<file path="src/rtl/ruler_pkg.sv">
// Shared types and helpers for the ruler stepping controller.
package ruler_pkg;

  typedef enum logic [1:0] {IDLE, STEP, WAIT, DONE} state_t;

  localparam logic DIR_LEFT  = 1'b0;
  localparam logic DIR_RIGHT = 1'b1;

  // Saturate a requested position onto the last valid ruler position.
  function automatic int unsigned clamp_pos(input int unsigned pos,
                                            input int unsigned max_pos);
    return (pos > max_pos) ? max_pos : pos;
  endfunction

endpackage

</file>
<file path="src/rtl/ruler_step_timer.sv">
// Loadable down-counter that paces the gap between consecutive strobes.
module ruler_step_timer
  import ruler_pkg::*;
#(
  parameter int unsigned WIDTH = 2
) (
  input  logic             clk_i,
  input  logic             rst_i,
  input  logic             load,
  input  logic [WIDTH-1:0] load_val,
  input  logic             en,
  output logic             zero
);

  logic [WIDTH-1:0] cnt_q;

  always_ff @(posedge clk_i or posedge rst_i) begin
    if (rst_i) begin
      cnt_q <= '0;
    end else if (load) begin
      cnt_q <= load_val;
    end else if (en && (cnt_q != '0)) begin
      cnt_q <= cnt_q - 1'b1;
    end
  end

  assign zero = (cnt_q == '0);

endmodule

</file>
<file path="src/rtl/ruler_stepper.sv">
// Emits rate-limited strobe/direction steps until the shadow position reaches a target.
module ruler_stepper
  import ruler_pkg::*;
#(
  parameter int unsigned RULER_WIDTH = 8,
  parameter int unsigned POS_WIDTH   = 3,
  parameter int unsigned STEP_DELAY  = 5000000
) (
  input  logic                 clk_i,
  input  logic                 rst_i,
  input  logic                 clr_i,
  input  logic                 load_i,
  input  logic [POS_WIDTH-1:0] pos_i,
  output logic                 stb_o,
  output logic                 dir_o,
  output logic                 busy_o,
  output logic                 done_o,
  output logic [POS_WIDTH-1:0] cur_o
);

  localparam int unsigned          TMR_W   = $clog2(STEP_DELAY);
  localparam logic [TMR_W-1:0]     GAP_VAL = TMR_W'(STEP_DELAY - 2);
  localparam logic [POS_WIDTH-1:0] POS_MAX = POS_WIDTH'(RULER_WIDTH - 1);

  state_t                 state_q, state_d;
  logic [POS_WIDTH-1:0]   target_q, target_d;
  logic [POS_WIDTH-1:0]   cur_q, cur_d;
  logic                   dir_q, dir_d;
  logic [POS_WIDTH-1:0]   target_in;
  logic [POS_WIDTH-1:0]   step_pos;
  logic                   tmr_load;
  logic                   tmr_en;
  logic                   tmr_zero;

  assign target_in = POS_WIDTH'(clamp_pos(32'(pos_i), RULER_WIDTH - 1));

  // One position toward dir_q, saturating at both ends of the ruler.
  always_comb begin
    step_pos = cur_q;
    if (dir_q == DIR_RIGHT) begin
      if (cur_q != POS_MAX) step_pos = cur_q + 1'b1;
    end else begin
      if (cur_q != '0) step_pos = cur_q - 1'b1;
    end
  end

  always_comb begin
    state_d  = state_q;
    target_d = target_q;
    cur_d    = cur_q;
    dir_d    = dir_q;
    tmr_load = 1'b0;
    case (state_q)
      IDLE: begin
        if (load_i) begin
          target_d = target_in;
          if (target_in == cur_q) begin
            state_d = DONE;
          end else begin
            dir_d   = (target_in > cur_q) ? DIR_RIGHT : DIR_LEFT;
            state_d = STEP;
          end
        end
      end
      STEP: begin
        cur_d = step_pos;
        if (step_pos == target_q) begin
          state_d = DONE;
        end else begin
          state_d  = WAIT;
          tmr_load = 1'b1;
        end
      end
      WAIT: begin
        if (tmr_zero) state_d = STEP;
      end
      DONE: begin
        state_d = IDLE;
      end
      default: begin
        state_d = IDLE;
      end
    endcase
    if (clr_i) begin
      state_d  = IDLE;
      cur_d    = '0;
      tmr_load = 1'b0;
    end
  end

  always_ff @(posedge clk_i or posedge rst_i) begin
    if (rst_i) begin
      state_q  <= IDLE;
      target_q <= '0;
      cur_q    <= '0;
      dir_q    <= DIR_LEFT;
    end else begin
      state_q  <= state_d;
      target_q <= target_d;
      cur_q    <= cur_d;
      dir_q    <= dir_d;
    end
  end

  assign tmr_en = (state_q == WAIT) && !clr_i;

  ruler_step_timer #(
    .WIDTH (TMR_W)
  ) u_timer (
    .clk_i    (clk_i),
    .rst_i    (rst_i),
    .load     (tmr_load),
    .load_val (GAP_VAL),
    .en       (tmr_en),
    .zero     (tmr_zero)
  );

  assign stb_o  = (state_q == STEP);
  assign busy_o = (state_q == STEP) || (state_q == WAIT);
  assign done_o = (state_q == DONE);
  assign dir_o  = dir_q;
  assign cur_o  = cur_q;

endmodule

</file>
<file path="config.mk">
export PLATFORM = sky130hd
export DESIGN_NAME = ruler_stepper
export DESIGN_NICKNAME = d
export VERILOG_FILES = /design/src/rtl/ruler_pkg.sv /design/src/rtl/ruler_step_timer.sv /design/src/rtl/ruler_stepper.sv
export SDC_FILE = /design/constraint.sdc
export NUM_CORES = 1
export LEC_CHECK = 0
export CORE_MARGIN = 2
export CORE_UTILIZATION = 50
export CTS_CLUSTER_DIAMETER = 60
export DETAILED_ROUTE_END_ITERATION = 8
export HOLD_SLACK_MARGIN = 0.08
export PLACE_DENSITY = 0.72
export SYNTH_ARGS = -nofsm -noshare
export SYNTH_HDL_FRONTEND = slang
export SYNTH_SLANG_ARGS = --single-unit
</file>
<file path="constraint.sdc">
create_clock -name clk_i -period 2.45 [get_ports clk_i]
set_clock_uncertainty 0.05 [all_clocks]
set_input_delay 0.49 -clock clk_i [delete_from_list [all_inputs] [get_ports clk_i]]
set_output_delay 0.49 -clock clk_i [all_outputs]
set_load 0.05 [all_outputs]
</file>
### Word level (Yosys, flattened, before mapping)

Cells that the tools add are included.
Widths: inputs -> output; s select.

| word-level totals | value |
|---|---|
| memory bits (writable) | 0 |
| ROM bits | 0 |
| word-level logic and storage cells | 48 |
| input bits | 7 |
| latch bits | 0 |
| memories kept | 0 |
| bits in registers | 32 |

| operators by class | value |
|---|---|
| shifts and indexed selects | 0 |
| $lt $le $gt $ge | 1 |
| bitwise operators | 1 |
| mux-type cells | 17 |
| reductions and logical operators | 13 |
| $mul | 0 |
| equal/unequal tests | 8 |
| add/subtract/negate cells | 3 |
| divide/modulo/power cells | 0 |

Operator list:

| kind | number |
|---|---|
| $mux 23 | 2 |
| $logic_not 23->1 | 1 |
| $reduce_bool 23->1 | 1 |
| $sub 23x1->23 const B | 1 |
| $mux 3 | 5 |
| $ne 3x3->1 const B | 3 |
| $mux 2 | 4 |
| $pmux 2 s4 | 1 |
| $eq 3x3->1 | 2 |
| $mux 1 | 5 |
| $eq 2x2->1 const B | 2 |
| $reduce_and 2->1 | 2 |
| $reduce_bool 2->1 | 2 |
| $add 3x1->3 const B | 1 |
| $gt 3x3->1 | 1 |
| $reduce_and 3->1 | 1 |
| $reduce_bool 3->1 | 1 |
| $sub 3x1->3 const B | 1 |
| $eq 2x1->1 const B | 1 |
| $logic_and 1x1->1 | 2 |
| $logic_not 2->1 | 1 |
| $logic_not 1->1 | 1 |
| $logic_or 1x1->1 | 1 |
| $not 1->1 | 1 |

### Depth between registers and ports, before layout

| depth | value |
|---|---|
| depth after elaboration | 8 |
| mapped depth | 8 |
| mapped depth without buffers | 7 |

### Hierarchy

From an unflattened synthesis, not the netlist that was laid out.

| second synthesis, totals | value |
|---|---|
| cells, all modules | 237 |
| area total of the unflattened synthesis | 2134.5 um2 |

Modules (own cells, without submodules):

| module | cells an instance | times used | area an instance (um2) | seq. area each (um2) |
|---|---|---|---|---|
| ruler_step_timer | 152 | 1 | 1380.1 | 575.6 |
| ruler_stepper | 85 | 1 | 754.5 | 225.2 |

### Least setup slack after synthesis

No wires, ideal clock.

| timing | value |
|---|---|
| path kind | register to register |
| start point | reg cur_q[0] (netlist: cur_o[0]) |
| end point | reg u_timer.cnt_q[1] |
| path buffers | 1 |
| cell stages (with the launch flop) | 9 |
| data required time | 2.254 ns |
| path slack | -0.599 ns |
| data arrival time | 2.853 ns |
| path through | dfrtp_1 -> inv_1 -> ha_1 -> or4b_2 -> o211ai_1 -> xor2_1 -> o41ai_1 -> clkbuf_1 -> o211ai_1 |

| on the way | value |
|---|---|
| longest elaborated chain between the ends | 8 |
| elaborated cells between the ends (all ways) | 13 |

RTL lines:

| what | line | RTL |
|---|---|---|
| from (decl) | ruler_stepper.sv:27 | `logic [POS_WIDTH-1:0] cur_q, cur_d;` |
| from (signal assigned) | ruler_stepper.sv:100 | `cur_q <= cur_d;` |
| $sub 3x1->3 (tied with other cells) | ruler_stepper.sv:43 | `if (cur_q != '0) step_pos = cur_q - 1'b1;` |
| $mux 3 (on tied branches) | ruler_stepper.sv:43, ruler_stepper.sv:41 |  |
| $mux 3 (*) | ruler_stepper.sv:40 | `if (dir_q == DIR_RIGHT) begin` |
| $eq 3x3->1 (*) | ruler_stepper.sv:67 | `if (step_pos == target_q) begin` |
| $mux 1 (*) | ruler_stepper.sv:67 |  |
| $mux 1 (*) | ruler_stepper.sv:53 | `case (state_q)` |
| $mux 1 (*) | ruler_stepper.sv:84 | `if (clr_i) begin` |
| $mux 23 or $reduce_bool 2->1 (tied branches) | -- |  |
| to (signal assigned) | ruler_step_timer.sv:21 | `cnt_q <= load_val;` |
| to (signal assigned) | ruler_step_timer.sv:23 | `cnt_q <= cnt_q - 1'b1;` |
| to (decl) | ruler_step_timer.sv:15 | `logic [WIDTH-1:0] cnt_q;` |

Every way passes the cells marked *; elsewhere a longest branch is shown, timed or not.
A chain may end at the register's enable or synchronous reset.

### Worst setup path in the final report

| timing | value |
|---|---|
| start point | reg u_timer.cnt_q[10] |
| end point | reg u_timer.cnt_q[21] |

| on the way | value |
|---|---|
| longest elaborated chain between the ends | 3 |
| elaborated cells between the ends (all ways) | 6 |

RTL lines:

| what | line | RTL |
|---|---|---|
| $sub 23x1->23 or $reduce_bool 23->1 (tied branches) | ruler_step_timer.sv:23, ruler_step_timer.sv:22 |  |
| $mux 23 or $logic_and 1x1->1 (tied branches) | ruler_step_timer.sv:22 | `end else if (en && (cnt_q != '0)) begin` |
| $mux 23 or $reduce_bool 2->1 (tied branches) | -- |  |

Several ways; a longest one is shown, not always the timed one. The select of a mux whose other input is x is not followed.

==> results.json <==
{
  "synth-edff-count": 0,
  "yosysMostFrequentCell": "dfrtp_1",
  "postSynthCellCount": 211,
  "slowest_delay_ns": 0.50,
  "hp-class": "reg -> reg",
  "grt_pass1_vias": 1732,
  "start_util_pct": 50.9,
  "finalHoldViolations": 0,
  "dr.pass1.iters": 4,
  "yosysWarnings": 0,
  "worstPathArrival_ns": 2.51,
  "h-tree-depth": 2,
  "avgRoutedWirePerCell_um": 15.4,
  "async_flop_share_pct": 100,
  "min_to": "target_q[0]",
  "ant_nets": 0,
  "via_per_inst": 5.84,
  "criticalPathCategory": "reg -> reg",
  "synthFlopType": "dfrtp_1",
  "io_pins": 14,
  "p_comb_share_pct": 49.8,
  "drtIter0Drc": 94,
  "cts_buffers": 5,
  "r2r_start": "u_timer.cnt_q[10]",
  "fp.coreArea_mm2": 0.00394,
  "leakagePower_nw": 0.977,
  "clk_latency_ns": 0.28,
  "drc": 0,
  "cp-end-kind": "flop",
  "die_y_um": 67.3,
  "antenna_found_initial": 0,
  "relSlewSlack_pct": 66.9,
  "fmax_mhz": 424,
  "die_x_um": 67.3,
  "std_cell_rows": 23,
  "cp_slowest_cell": "or4_1",
  "slew_violations": 0,
  "place_congestion": 0.764,
  "ys_types": 46,
  "path_cells": "or4_1, or2_1, a2111o_1, or4_1, a21oi_1",
  "rsz0062_at_grt": "false",
  "portBuffers": 13,
  "area_delta_synth_final_pct": 28.3,
  "cp_common_cell": "or4_1",
  "reg2reg_to": "u_timer.cnt_q[21]",
  "antennaDiodeCount": 0,
  "utilization_pct": 65.3,
  "grt_overflow": 0,
  "grt_pass1_wl_um": 7960,
  "critPathLaunchType": "flop",
  "p_int_mw": 1.49,
  "tightest_slew_ns": 0.495,
  "dp_cells": 292,
  "ys_seq_area_share_pct": 39.9,
  "p_sw_mw": 1.03,
  "synth_seq_cells": 32,
  "via_count": 1765,
  "nets": 270,
  "cts_buffer_depth": 2,
  "wl_um": 4640,
  "outcome": "complete, no violations",
  "finalCriticalPeriod_ns": 2.36,
  "stdcell_count": 302,
  "clkTransAtPathRegs_ns": 0.07,
  "synth_common_cells": "dfrtp_1, inv_1, nor2_1, or4_1",
  "crit_fanout": 6,
  "fin_area_mm2": 0.00257,
  "die_area_mm2": 0.00453,
  "powerDensity_mw_per_mm2": 978,
  "dpl.hpwl_um": 3290,
  "drive_gt1_share_pct": 26.6,
  "cts.sinks": 32,
  "synth_area_leaders": "dfrtp_1, ha_1, or4_1",
  "reg2reg_slack_ns": 0.09,
  "min_path_cells": 2,
  "swShare_pct": 41.0,
  "syn_nets": 230,
  "reg2regPathDepth": 5,
  "syn-cell-area_mm2": 0.00201,
  "cts_tree": "built",
  "grt_max_degree": 33,
  "synth_top_area_share_pct": 39.9,
  "clockRootBuffer": "clkbuf_8",
  "avgSynthCellArea_um2": 9.51,
  "clockPowerShare_pct": 19.8,
  "peakVddDrop_uv": 494,
  "setup_viol": 0,
  "synth_top_area_cell": "dfrtp_1",
  "place_area_mm2": 0.00239,
  "grt_use_total_pct": 23.6,
  "maxCapViolations": 0,
  "p_seq_share_pct": 30.4,
  "min_from": "target_q[0]",
  "critPathRequiredTime_ns": 2.60,
  "period_share_pct": 96.4
}
[sequential cells by signal (all words and copies together) (netlist names)]
register	flops
u_timer.cnt_q	23
cur_o	3
state_q	2
dir_o	1
target_q	3
[repair_timing]
action,4_1_cts,5_1_grt
endpoints found under the hold margin,0,0
setup buffers,0,2
setup endpoints to repair,3,12
pin swaps,0,1
hold buffers,0,0
gates resized for setup,2,15
[per-stage QoR]
step | setup TNS [ns] | setup WS (ns) | hold WS, ns | power (mW)
final | 0 | 0.0890 | 0.480 | 2.52
after global routing | 0 | 0.00738 | 0.504 | 2.72
after CTS | -0.0274 | -0.0176 | 0.476 | 2.50
after detailed placement | -1.80 | -0.327 | 0.455 | 1.99
after global placement | -1.32 | -0.208 | 0.450 | 1.96
after floorplan | 0 | 0.0186 | 0.420 | 1.63
[cells in the final DEF (no fill, tap or decap), types with 9 or more instances in the layout]
master	instances
a21oi_1	12
buf_4	30
clkdlybuf4s50_1	11
dfrtp_1	30
ha_1	10
inv_1	11
nand2_1	10
nor2_1	13
o21ai_0	9
o31ai_1	9
or3_1	9
or4_1	12
xnor2_1	9
[cell type report]
| type | count | area (um2) |
|---|---|---|
| fillers | 335 | 1370 |
| multi-input cells | 158 | 1220 |
| flip-flops and latches | 32 | 803 |
| repair buffers | 41 | 335 |
| clock buffers | 6 | 72.6 |
| well taps | 50 | 62.6 |
| inverters | 13 | 48.8 |
| clock inverters | 2 | 35.0 |
[layer usage]
metal | wire (um) | track usage [%]
met1 | 2090 | 28.9
met2 | 2370 | 40.7
met3 | 111 | 5.50
met5 | 0 | 0
met4 | 68 | 7.91
[worst max-delay path, delay by kind of cell, from the launching register on]
family,cells,cell delay [ns]
flops,1,0.43
compound gates,2,0.57
simple gates,3,1.24
[power by group through the flow]
stage	Clock (mW)	Sequential, mW	Combinational, mW
floorplan	0	0.834	0.797
global placement	0	0.767	1.19
detailed placement	0	0.771	1.22
CTS	0.510	0.763	1.23
global route	0.536	0.784	1.40
finish	0.499	0.765	1.25
[cells by family (layout without fill, tap and decap cells)]
kind of cell | count (synthesis) | after routing | synth area share [%]
AOI/OAI and AO/OA | 59 | 59 | 21.2
adders and majority gates | 12 | 12 | 7.49
DFF | 32 | 32 | 39.9
xor gates and xnor gates | 11 | 11 | 4.80
and+or+nand+nor | 74 | 74 | 21.4
buffers and inverters | 21 | 62 | 4.05
muxes | 2 | 2 | 1.12
[worst max path at each step]
| stage | start | end | slack, ns | cells past startpoint |
|---|---|---|---|---|
| final | u_timer.cnt_q[10] | u_timer.cnt_q[21] | 0.09 | 5 |
| after global routing | u_timer.cnt_q[10] | u_timer.cnt_q[21] | 0.007 | 5 |
| after CTS | state_q[0] | u_timer.cnt_q[18] | -0.02 | 8 |
| after detailed placement | clr_i | u_timer.cnt_q[18] | -0.33 | 7 |
| after global placement | clr_i | u_timer.cnt_q[16] | -0.21 | 7 |
| after floorplan | u_timer.cnt_q[8] | u_timer.cnt_q[21] | 0.02 | 6 |
Note: power is estimated with default switching activity, not from simulation.
